<file path="config.mk">
export PLATFORM = sky130hd
export DESIGN_NAME = router_fsm
export DESIGN_NICKNAME = d
export VERILOG_FILES = /design/src/rtl/router_pkg.sv /design/src/rtl/router_fsm.sv
export SDC_FILE = /design/constraint.sdc
export NUM_CORES = 1
export LEC_CHECK = 0
export CORE_AREA = 2 2 39 41
export DETAILED_ROUTE_END_ITERATION = 6
export DIE_AREA = 0 0 41 43
export DONT_BUFFER_PORTS = 1
export MAX_ROUTING_LAYER = met4
export PLACE_DENSITY = 0.74
export SKIP_LAST_GASP = 1
export SYNTH_ARGS = -nofsm -noshare
export SYNTH_HDL_FRONTEND = slang
export SYNTH_SLANG_ARGS = --single-unit
export TNS_END_PERCENT = 50
</file>
<file path="constraint.sdc">
create_clock -name clock -period 1.25 [get_ports clock]
set_input_delay 0.1875 -clock clock [delete_from_list [all_inputs] [get_ports clock]]
set_output_delay 0.1875 -clock clock [all_outputs]
set_load 0.05 [all_outputs]
</file>
<file path="src/rtl/router_pkg.sv">
// Shared types and address constants for the 1x3 router blocks.
package router_pkg;

  typedef enum logic [3:0] {
    DECODE_ADDRESS,
    LOAD_FIRST_DATA,
    LOAD_DATA,
    FIFO_FULL_STATE,
    LOAD_AFTER_FULL,
    LOAD_PARITY,
    CHECK_PARITY_ERROR,
    WAIT_TILL_EMPTY,
    DROP_PACKET
  } state_e;

  localparam logic [1:0] PORT0        = 2'b00;
  localparam logic [1:0] PORT1        = 2'b01;
  localparam logic [1:0] PORT2        = 2'b10;
  localparam logic [1:0] PORT_INVALID = 2'b11;

endpackage

</file>
<file path="src/rtl/router_fsm.sv">
// Packet-flow controller: steers each packet from the input port into one of
// three output FIFOs and generates the load/full/parity strobes.
import router_pkg::*;

module router_fsm (
  input  logic       clock,
  input  logic       resetn,
  input  logic       pkt_valid,
  input  logic [1:0] data_in,
  input  logic       fifo_full,
  input  logic       fifo_empty_0,
  input  logic       fifo_empty_1,
  input  logic       fifo_empty_2,
  input  logic       soft_reset_0,
  input  logic       soft_reset_1,
  input  logic       soft_reset_2,
  input  logic       parity_done,
  input  logic       low_pkt_valid,
  output logic       busy,
  output logic       detect_add,
  output logic       lfd_state,
  output logic       ld_state,
  output logic       laf_state,
  output logic       full_state,
  output logic       write_enb_reg,
  output logic       rst_int_reg
);

  state_e     state_q, state_d;
  logic [1:0] addr_q;
  logic       abort;

  function automatic logic port_sel(input logic [2:0] flags, input logic [1:0] addr);
    case (addr)
      PORT0:   port_sel = flags[0];
      PORT1:   port_sel = flags[1];
      PORT2:   port_sel = flags[2];
      default: port_sel = 1'b0;
    endcase
  endfunction

  // Only the addressed port's soft reset can abort, and only while a packet is in flight.
  assign abort = port_sel({soft_reset_2, soft_reset_1, soft_reset_0}, addr_q) &&
                 (state_q != DECODE_ADDRESS) && (state_q != DROP_PACKET);

  always_ff @(posedge clock) begin
    if (!resetn) begin
      state_q <= DECODE_ADDRESS;
      addr_q  <= PORT0;
    end else begin
      state_q <= state_d;
      if (state_q == DECODE_ADDRESS) addr_q <= data_in;
    end
  end

  always_comb begin
    state_d = state_q;
    case (state_q)
      DECODE_ADDRESS:
        if (pkt_valid) begin
          if (data_in == PORT_INVALID)
            state_d = DROP_PACKET;
          else if (port_sel({fifo_empty_2, fifo_empty_1, fifo_empty_0}, data_in))
            state_d = LOAD_FIRST_DATA;
          else
            state_d = WAIT_TILL_EMPTY;
        end
      WAIT_TILL_EMPTY:
        if (port_sel({fifo_empty_2, fifo_empty_1, fifo_empty_0}, addr_q))
          state_d = LOAD_FIRST_DATA;
      LOAD_FIRST_DATA: state_d = LOAD_DATA;
      LOAD_DATA:
        if (fifo_full)       state_d = FIFO_FULL_STATE;
        else if (!pkt_valid) state_d = LOAD_PARITY;
      FIFO_FULL_STATE:
        if (!fifo_full) state_d = LOAD_AFTER_FULL;
      LOAD_AFTER_FULL:
        if (parity_done)        state_d = DECODE_ADDRESS;
        else if (low_pkt_valid) state_d = LOAD_PARITY;
        else                    state_d = LOAD_DATA;
      LOAD_PARITY:        state_d = CHECK_PARITY_ERROR;
      CHECK_PARITY_ERROR: state_d = fifo_full ? FIFO_FULL_STATE : DECODE_ADDRESS;
      DROP_PACKET:
        if (!pkt_valid) state_d = DECODE_ADDRESS;
      default:            state_d = DECODE_ADDRESS;
    endcase
    if (abort) state_d = DECODE_ADDRESS;
  end

  always_comb begin
    busy          = 1'b0;
    detect_add    = 1'b0;
    lfd_state     = 1'b0;
    ld_state      = 1'b0;
    laf_state     = 1'b0;
    full_state    = 1'b0;
    write_enb_reg = 1'b0;
    rst_int_reg   = 1'b0;
    case (state_q)
      DECODE_ADDRESS:     detect_add = 1'b1;
      WAIT_TILL_EMPTY:    busy = 1'b1;
      LOAD_FIRST_DATA:    begin lfd_state = 1'b1; busy = 1'b1; write_enb_reg = 1'b1; end
      LOAD_DATA:          begin ld_state = 1'b1; write_enb_reg = 1'b1; end
      FIFO_FULL_STATE:    begin full_state = 1'b1; busy = 1'b1; end
      LOAD_AFTER_FULL:    begin laf_state = 1'b1; busy = 1'b1; write_enb_reg = 1'b1; end
      LOAD_PARITY:        begin busy = 1'b1; write_enb_reg = 1'b1; end
      CHECK_PARITY_ERROR: begin rst_int_reg = 1'b1; busy = 1'b1; end
      default: ;
    endcase
  end

endmodule

</file>
==> impl_metrics.py, run 1 <==
metrics = {
    "status": {
        "status": "complete, but fails checks",
        "violations": "setup timing",
    },
    "clock_network": {
        "cts_tree": "done",
        "clock_latency_ns": 0.25,
        "cts-buffers-inserted": 3,
        "root_buffer": "clkbuf_4",
        "path_clk_slew_ns": 0.05,
        "clockBufferDepth": 2,
        "cts_sinks": 6,
        "h-tree-depth": 1,
    },
    "detailed_routing": {
        "drcViolationCount": 0,
        "wl_per_cell_um": 16.74,
        "detail-route-antenna-nets": 0,
        "drtPass1Iterations": 4,
        "routed_via_density": 5.971,
        "drt_wl_total_um": 2276,
        "num_vias": 812,
        "initialDrtViolationCount": 28,
    },
    "cells_and_area": {
        "fillers": 84,
        "n_antenna_cell": 0,
        "final_nets": 136,
        "multi_input_area_um2": 541.8,
        "regArea_um2": 132.6,
        "post-route-util_pct": 81.28,
        "layout-drive-gt1-share_pct": 55.83,
        "layout_commonest_cell": "buf_4",
        "area_growth_pct": 74.90,
        "final_cell_mix": "29 x buf_4, 9 x buf_6, 6 x nor2_1",
    },
    "synth": {
        "async_reset_ff_share_pct": 0,
        "synth_top_family_by_area": "simple AND/OR/NAND/NOR gates",
        "ys_seq_area_share_pct": 18.68,
        "synth_top_area_share_pct": 18.68,
        "synth_xor_area_share_pct": 1.362,
        "synth-seq-cells": 6,
        "yosysUniqueCellTypes": 39,
        "synth_edf_count": 0,
        "synth.cell_area_um2": 643.1,
        "synthMuxAreaShare_pct": 8.560,
        "synth_compound_area_share_pct": 25.88,
        "synthFlopType": "dfxtp_1",
        "synthCells": 81,
        "avgSynthCellArea_um2": 7.940,
        "synth_adder_area_share_pct": 0,
        "yosysWarnings": 0,
        "synth_area_leaders": "dfxtp_1 19%, nor2_1 5.8%, buf_6 5.3%, mux2_2 5.3%, nor2b_1 4.9%",
        "synth_top_cell_by_area": "dfxtp_1",
        "synth_nets": 95,
        "yosys.area_share.simple_pct": 35.02,
    },
    "sta": {
        "setup_viol": 14,
        "layout_setup_ws_ns": -0.2665,
        "worst_pin_slew_ns": 0.3403,
        "hold_viol": 0,
        "fin_crit_ns": 1.517,
        "fin_setup_tns_ns": -2.703,
        "relSlewSlack_pct": 77.16,
        "rsz0062_at_grt": "yes",
        "fin_hold_ws_ns": 0.07522,
        "clock_skew_ns": 0.005876,
        "fmax_mhz": 659.4,
        "fin_crit_sh_pct": 121.3,
        "drv_slew": 0,
    },
    "critical_path": {
        "worst-setup-path-type": "register to primary output",
        "r2r_slack_ns": -0.25,
        "rr_startpoint": "state_q[0]",
        "arrival_ns": 1.33,
        "cp-start-kind": "register",
        "required_ns": 1.06,
        "r2r_cells": 6,
        "path_max_fanout": 4,
        "critPathLaunch": "state_q[2]",
        "critPathCaptureType": "primary output",
    },
    "power_and_ir_drop": {
        "power_density_nw_per_um2": 2773,
        "power_frac_comb_pct": 81.7,
        "swShare_pct": 46.76,
        "clockPowerShare_pct": 5.9,
        "p_leak_uw": 0.0004717,
        "vdd_drop_max_mv": 1.467,
        "power.switching_uw": 1458,
        "seq_power_share_pct": 12.4,
        "p_int_uw": 1660,
    },
    "min_path": {
        "min_from": "resetn",
        "hold_class": "input port to register",
        "hold-path-cell-count": 1,
    },
    "place": {
        "dp_hpwl_um": 1451,
        "routabilityCongestion": 0.9131,
        "io_buffers": 0,
        "dp_slack_ns": -0.2207,
    },
    "die": {
        "placementRows": 14,
        "ios": 22,
        "start_util_pct": 46.47,
        "dieArea_um2": 1763,
        "fp.coreArea_um2": 1384,
        "die_h_um": 43,
        "die-width_um": 41,
    },
    "global_route": {
        "grt_antenna_before_repair": 0,
        "grt_pass1_vias": 803,
        "grt_start_max_net_pins": 10,
        "grt_pass1_wl_um": 3339,
        "gr-usage-all-layers_pct": 29.04,
        "grt-ovfl-total": 0,
    },
    "job": {
        "max-cap-violations": 0,
    },
}
[routing by layer]
| layer | track usage [%] | part of all wire, % |
|---|---|---|
| met5 | - | 0 |
| met3 | 2.094 | 6.2 |
| met1 | 31.94 | 39 |
| met2 | 47.81 | 51 |
| met4 | 17.33 | 2.9 |
[cell usage after synthesis, drive strengths merged, types with 2 or more instances]
library cell,number
nor2,10
buf,6
dfxtp,6
inv,5
nor2b,5
a211oi,4
mux2,4
nand2b,4
a21oi,3
nor3,3
nor4,3
o21ai,3
a221oi,2
nand2,2
nand4,2
o211ai,2
[final cells by class]
type / count / area share [%]
tap: 16 / 1.780
timing repair buffer: 42 / 34.59
clock buffer: 3 / 2.002
multi-input combinational: 64 / 48.16
inverter: 5 / 1.669
sequential: 6 / 11.79
[power by group through the flow]
stage                     clock, uW  combinational, uW  sequential [uW]
after floorplan                   0               1320              322
after global placement            0               1850              384
after detailed placement          0               1880              389
after CTS                       187               2390              386
after global routing            195               2670              393
final                           185               2550              386
[per-stage QoR]
| stage | cells | area, um^2 | total power (uW) |
|---|---|---|---|
| detailed placement | 117 | 880.8 | 2272 |
| finish | 136 | 1125 | 3119 |
| CTS | 134 | 1092 | 2961 |
| global placement | 117 | 880.8 | 2238 |
| global route | 136 | 1125 | 3257 |
| floorplan | 81 | 689.4 | 1638 |
[logic make-up after synthesis]
logic type / after synthesis
AOI/OAI and AO/OA: 22
xor gates and xnor gates: 1
buffers and inverters: 11
DFF: 6
muxes: 5
and+or+nand+nor: 36
[state kept, by name, indices dropped and copies added (netlist names)]
signal	flops
state_q	4
addr_q	2
[worst max-delay path, stage by stage (launching register included)]
cell	delay (ns)
dfxtp_2	0.34
buf_6	0.13
or2_4	0.24
buf_6	0.13
nor2_4	0.09
buf_8	0.15
[what timing repair did]
action | 4_1_cts | 5_1_grt
setup buffers | 14 | 2
hold buffers | 0 | 0
setup endpoints to repair | 14 | 14
pin swaps | 6 | 6
gates resized for setup | 25 | 5
[path summary, 6_finish.rpt]
path	endpoint
min	addr_q[1]
max reg2reg	state_q[1]
min reg2reg	state_q[3]
max	ld_state
(Power assumes the default switching activity.)
==> run 2: changes to the inputs <==
Settings changed: ABC_AREA set to 1, PLACE_DENSITY 0.74 to 0.67.
Clock period 1.25 ns to 1.6 ns, I/O delays scaled along.
==> impl_metrics.py, run 2 <==
metrics = {
    "synth": {
        "synthCells": 103,
        "synthMuxAreaShare_pct": 0,
        "synth_top_family_by_area": "simple AND/OR/NAND/NOR gates",
        "avgSynthCellArea_um2": 5.722,
        "yosys.area_share.simple_pct": 59.24,
        "synth_compound_area_share_pct": 10.83,
        "yosys-top-cells-count": "26 x nand2_1, 17 x nor2_1, 15 x nand3_1",
        "synth_xor_area_share_pct": 0,
        "synth_adder_area_share_pct": 0,
        "yosysWarnings": 0,
        "synth_top_cell_by_area": "dfxtp_1",
        "async_reset_ff_share_pct": 0,
        "yosysUniqueCellTypes": 18,
        "ys_seq_area_share_pct": 20.38,
        "synth-seq-cells": 6,
        "synth.most_common_cell": "nand2_1",
        "synth_area_leaders": "dfxtp_1 20%, nand2_1 17%, nand3_1 13%, nor2_1 11%, inv_1 8.9%",
        "synth_top_area_share_pct": 20.38,
        "synthFlopType": "dfxtp_1",
        "synth.cell_area_um2": 589.3,
        "synth_edf_count": 0,
        "synth_nets": 117,
    },
    "die": {
        "fp.coreArea_um2": 1384,
        "die-width_um": 41,
        "placementRows": 14,
        "die_h_um": 43,
        "start_util_pct": 42.59,
        "dieArea_um2": 1763,
        "ios": 22,
    },
    "cells_and_area": {
        "fillers": 149,
        "final_nets": 129,
        "final_cell_mix": "26 x nand2_1, 16 x nor2_1, 15 x nand3_1",
        "top_regs": "state_q (4), addr_q (2)",
        "layout_commonest_cell": "nand2_1",
        "top_register": "state_q",
        "largest_reg_flops": 4,
        "area_growth_pct": 22.72,
        "layout-drive-gt1-share_pct": 26.55,
        "n_antenna_cell": 0,
    },
    "sta": {
        "fin_hold_ws_ns": 0.1295,
        "setup_viol": 0,
        "fin_setup_tns_ns": 0,
        "worst_pin_slew_ns": 0.2945,
        "relSlewSlack_pct": 80.37,
        "fin_crit_ns": 1.539,
        "fmax_mhz": 650.0,
        "drv_slew": 0,
        "fin_crit_sh_pct": 96.16,
        "hold_viol": 0,
        "layout_setup_ws_ns": 0.06144,
        "clock_skew_ns": 0.004880,
    },
    "detailed_routing": {
        "drt_wl_total_um": 1440,
        "routed_via_density": 5.039,
        "wl_per_cell_um": 11.16,
        "num_vias": 650,
        "drcViolationCount": 0,
        "drtPass1Iterations": 4,
        "detail-route-antenna-nets": 0,
        "initialDrtViolationCount": 18,
    },
    "global_route": {
        "grt_pass1_vias": 584,
        "grt_antenna_before_repair": 0,
        "grt_start_max_net_pins": 8,
        "grt-ovfl-total": 0,
        "gr-usage-all-layers_pct": 19.98,
        "grt_pass1_wl_um": 2332,
    },
    "clock_network": {
        "clock_latency_ns": 0.25,
        "cts_tree": "done",
        "cts_setup_buffers": 0,
        "cts-buffers-inserted": 3,
        "root_buffer": "clkbuf_4",
        "cts_hold_buf": 0,
        "clockBufferDepth": 2,
        "path_clk_slew_ns": 0.04,
        "h-tree-depth": 1,
        "cts_sinks": 6,
    },
    "critical_path": {
        "arrival_ns": 1.30,
        "worst-path-buf-inv": 2,
        "slowest_delay_ns": 0.34,
        "cp-start-kind": "register",
        "critPathCaptureType": "primary output",
        "required_ns": 1.36,
        "path_max_fanout": 7,
        "cp_slowest_cell": "dfxtp_2",
        "crit_chain": "inv_1, nand2_4, nor2_4, nor2_1, nand2_1, buf_12",
        "crit_family": "simple AND/OR/NAND/NOR gates",
        "worst-setup-path-type": "register to primary output",
    },
    "status": {
        "status": "complete, no violations",
    },
    "place": {
        "dp_hpwl_um": 1123,
        "routabilityCongestion": 0.7894,
        "dp_slack_ns": 0.2556,
        "io_buffers": 0,
    },
    "min_path": {
        "hold_class": "input port to register",
    },
    "power_and_ir_drop": {
        "seq_power_share_pct": 17.8,
        "swShare_pct": 58.13,
        "power_density_nw_per_um2": 2319,
        "p_int_uw": 702.4,
        "power_frac_comb_pct": 73.4,
        "power.switching_uw": 975.0,
        "p_leak_uw": 0.0003619,
        "power_uw": 1677,
        "clockPowerShare_pct": 8.8,
        "vdd_drop_max_mv": 1.284,
    },
    "job": {
        "max-cap-violations": 0,
    },
}
run 2: cell types whose count changed in the layout (fill, tap and decap cells not counted), moves of 3 or more:
cell / delta
nand2_1: +24
buf_4: -23
nand3_1: +14
nor2_1: +10
buf_6: -9
inv_1: +8
a211oi_1: -4
nor2b_1: -4
dfxtp_2: +3
dfxtp_4: -3
mux2_2: -3
nand2b_4: -3
run 2: path summary, 6_finish.rpt:
| kind | slack (ns) | cells past startpoint | start | end |
|---|---|---|---|---|
| hold / removal | 0.13 | 2 | resetn | addr_q[0] |
| setup / recovery | 0.06 | 6 | state_q[3] | write_enb_reg |
| hold reg to reg | 0.52 | 2 | addr_q[1] | addr_q[1] |
| setup reg to reg | 0.37 | 8 | state_q[0] | state_q[0] |
run 2: layout make-up:
cell class                 count  area, um^2  share of cell area, %
clock buffer                   3       22.52                  3.114
inverter                      15       60.06                  8.304
multi-input combinational     82       430.4                  59.52
sequential                     6       125.1                  17.30
tap                           16       20.02                  2.768
timing repair buffer           7       65.06                  8.997
run 2: power by group through the flow:
stage | clock network (uW) | registers [uW] | logic, uW
6_report | 148 | 299 | 1230
5_1_grt | 159 | 308 | 1340
4_1_cts | 147 | 283 | 1220
3_5_place_dp | 0 | 283 | 1210
3_3_place_gp | 0 | 285 | 1210
2_1_floorplan | 0 | 271 | 910
run 2: metal layers:
metal,track usage (%),up-vias,wire [um]
met1,23.55,277,586
met3,4.712,5,74
met5,-,-,0
met4,12.00,0,39
li1,-,350,-
met2,29.38,18,739
run 2: timing repair:
| action | CTS | global route |
|---|---|---|
| pin swaps | 0 | 1 |
| gates resized for setup | 2 | 6 |
| endpoints found under the setup margin | 1 | 4 |
run 2: through the flow:
stage                     instances  utilization, %  area (um^2)
final                           129           52.26        723.2
after global routing            129           52.26        723.2
after CTS                       129           50.99        705.7
after detailed placement        126           49.10        679.4
after global placement          126           49.10        679.4
after floorplan                 103               -        594.3
run 2: cell families after synthesis:
logic type / after synthesis
flip-flops: 6
AND/OR/NAND/NOR: 71
buffers and inverters: 15
AO/OA/AOI/OAI: 11
run 2: worst reg2reg max path, stage by stage, from the launching register on:
cell and delay (ns):
dfxtp_2 0.36, nand2_1 0.13, inv_1 0.08, nand3_2 0.06
nand2_1 0.08, nor2_4 0.16, nand2_4 0.07, nor2_1 0.13
nor2_2 0.05
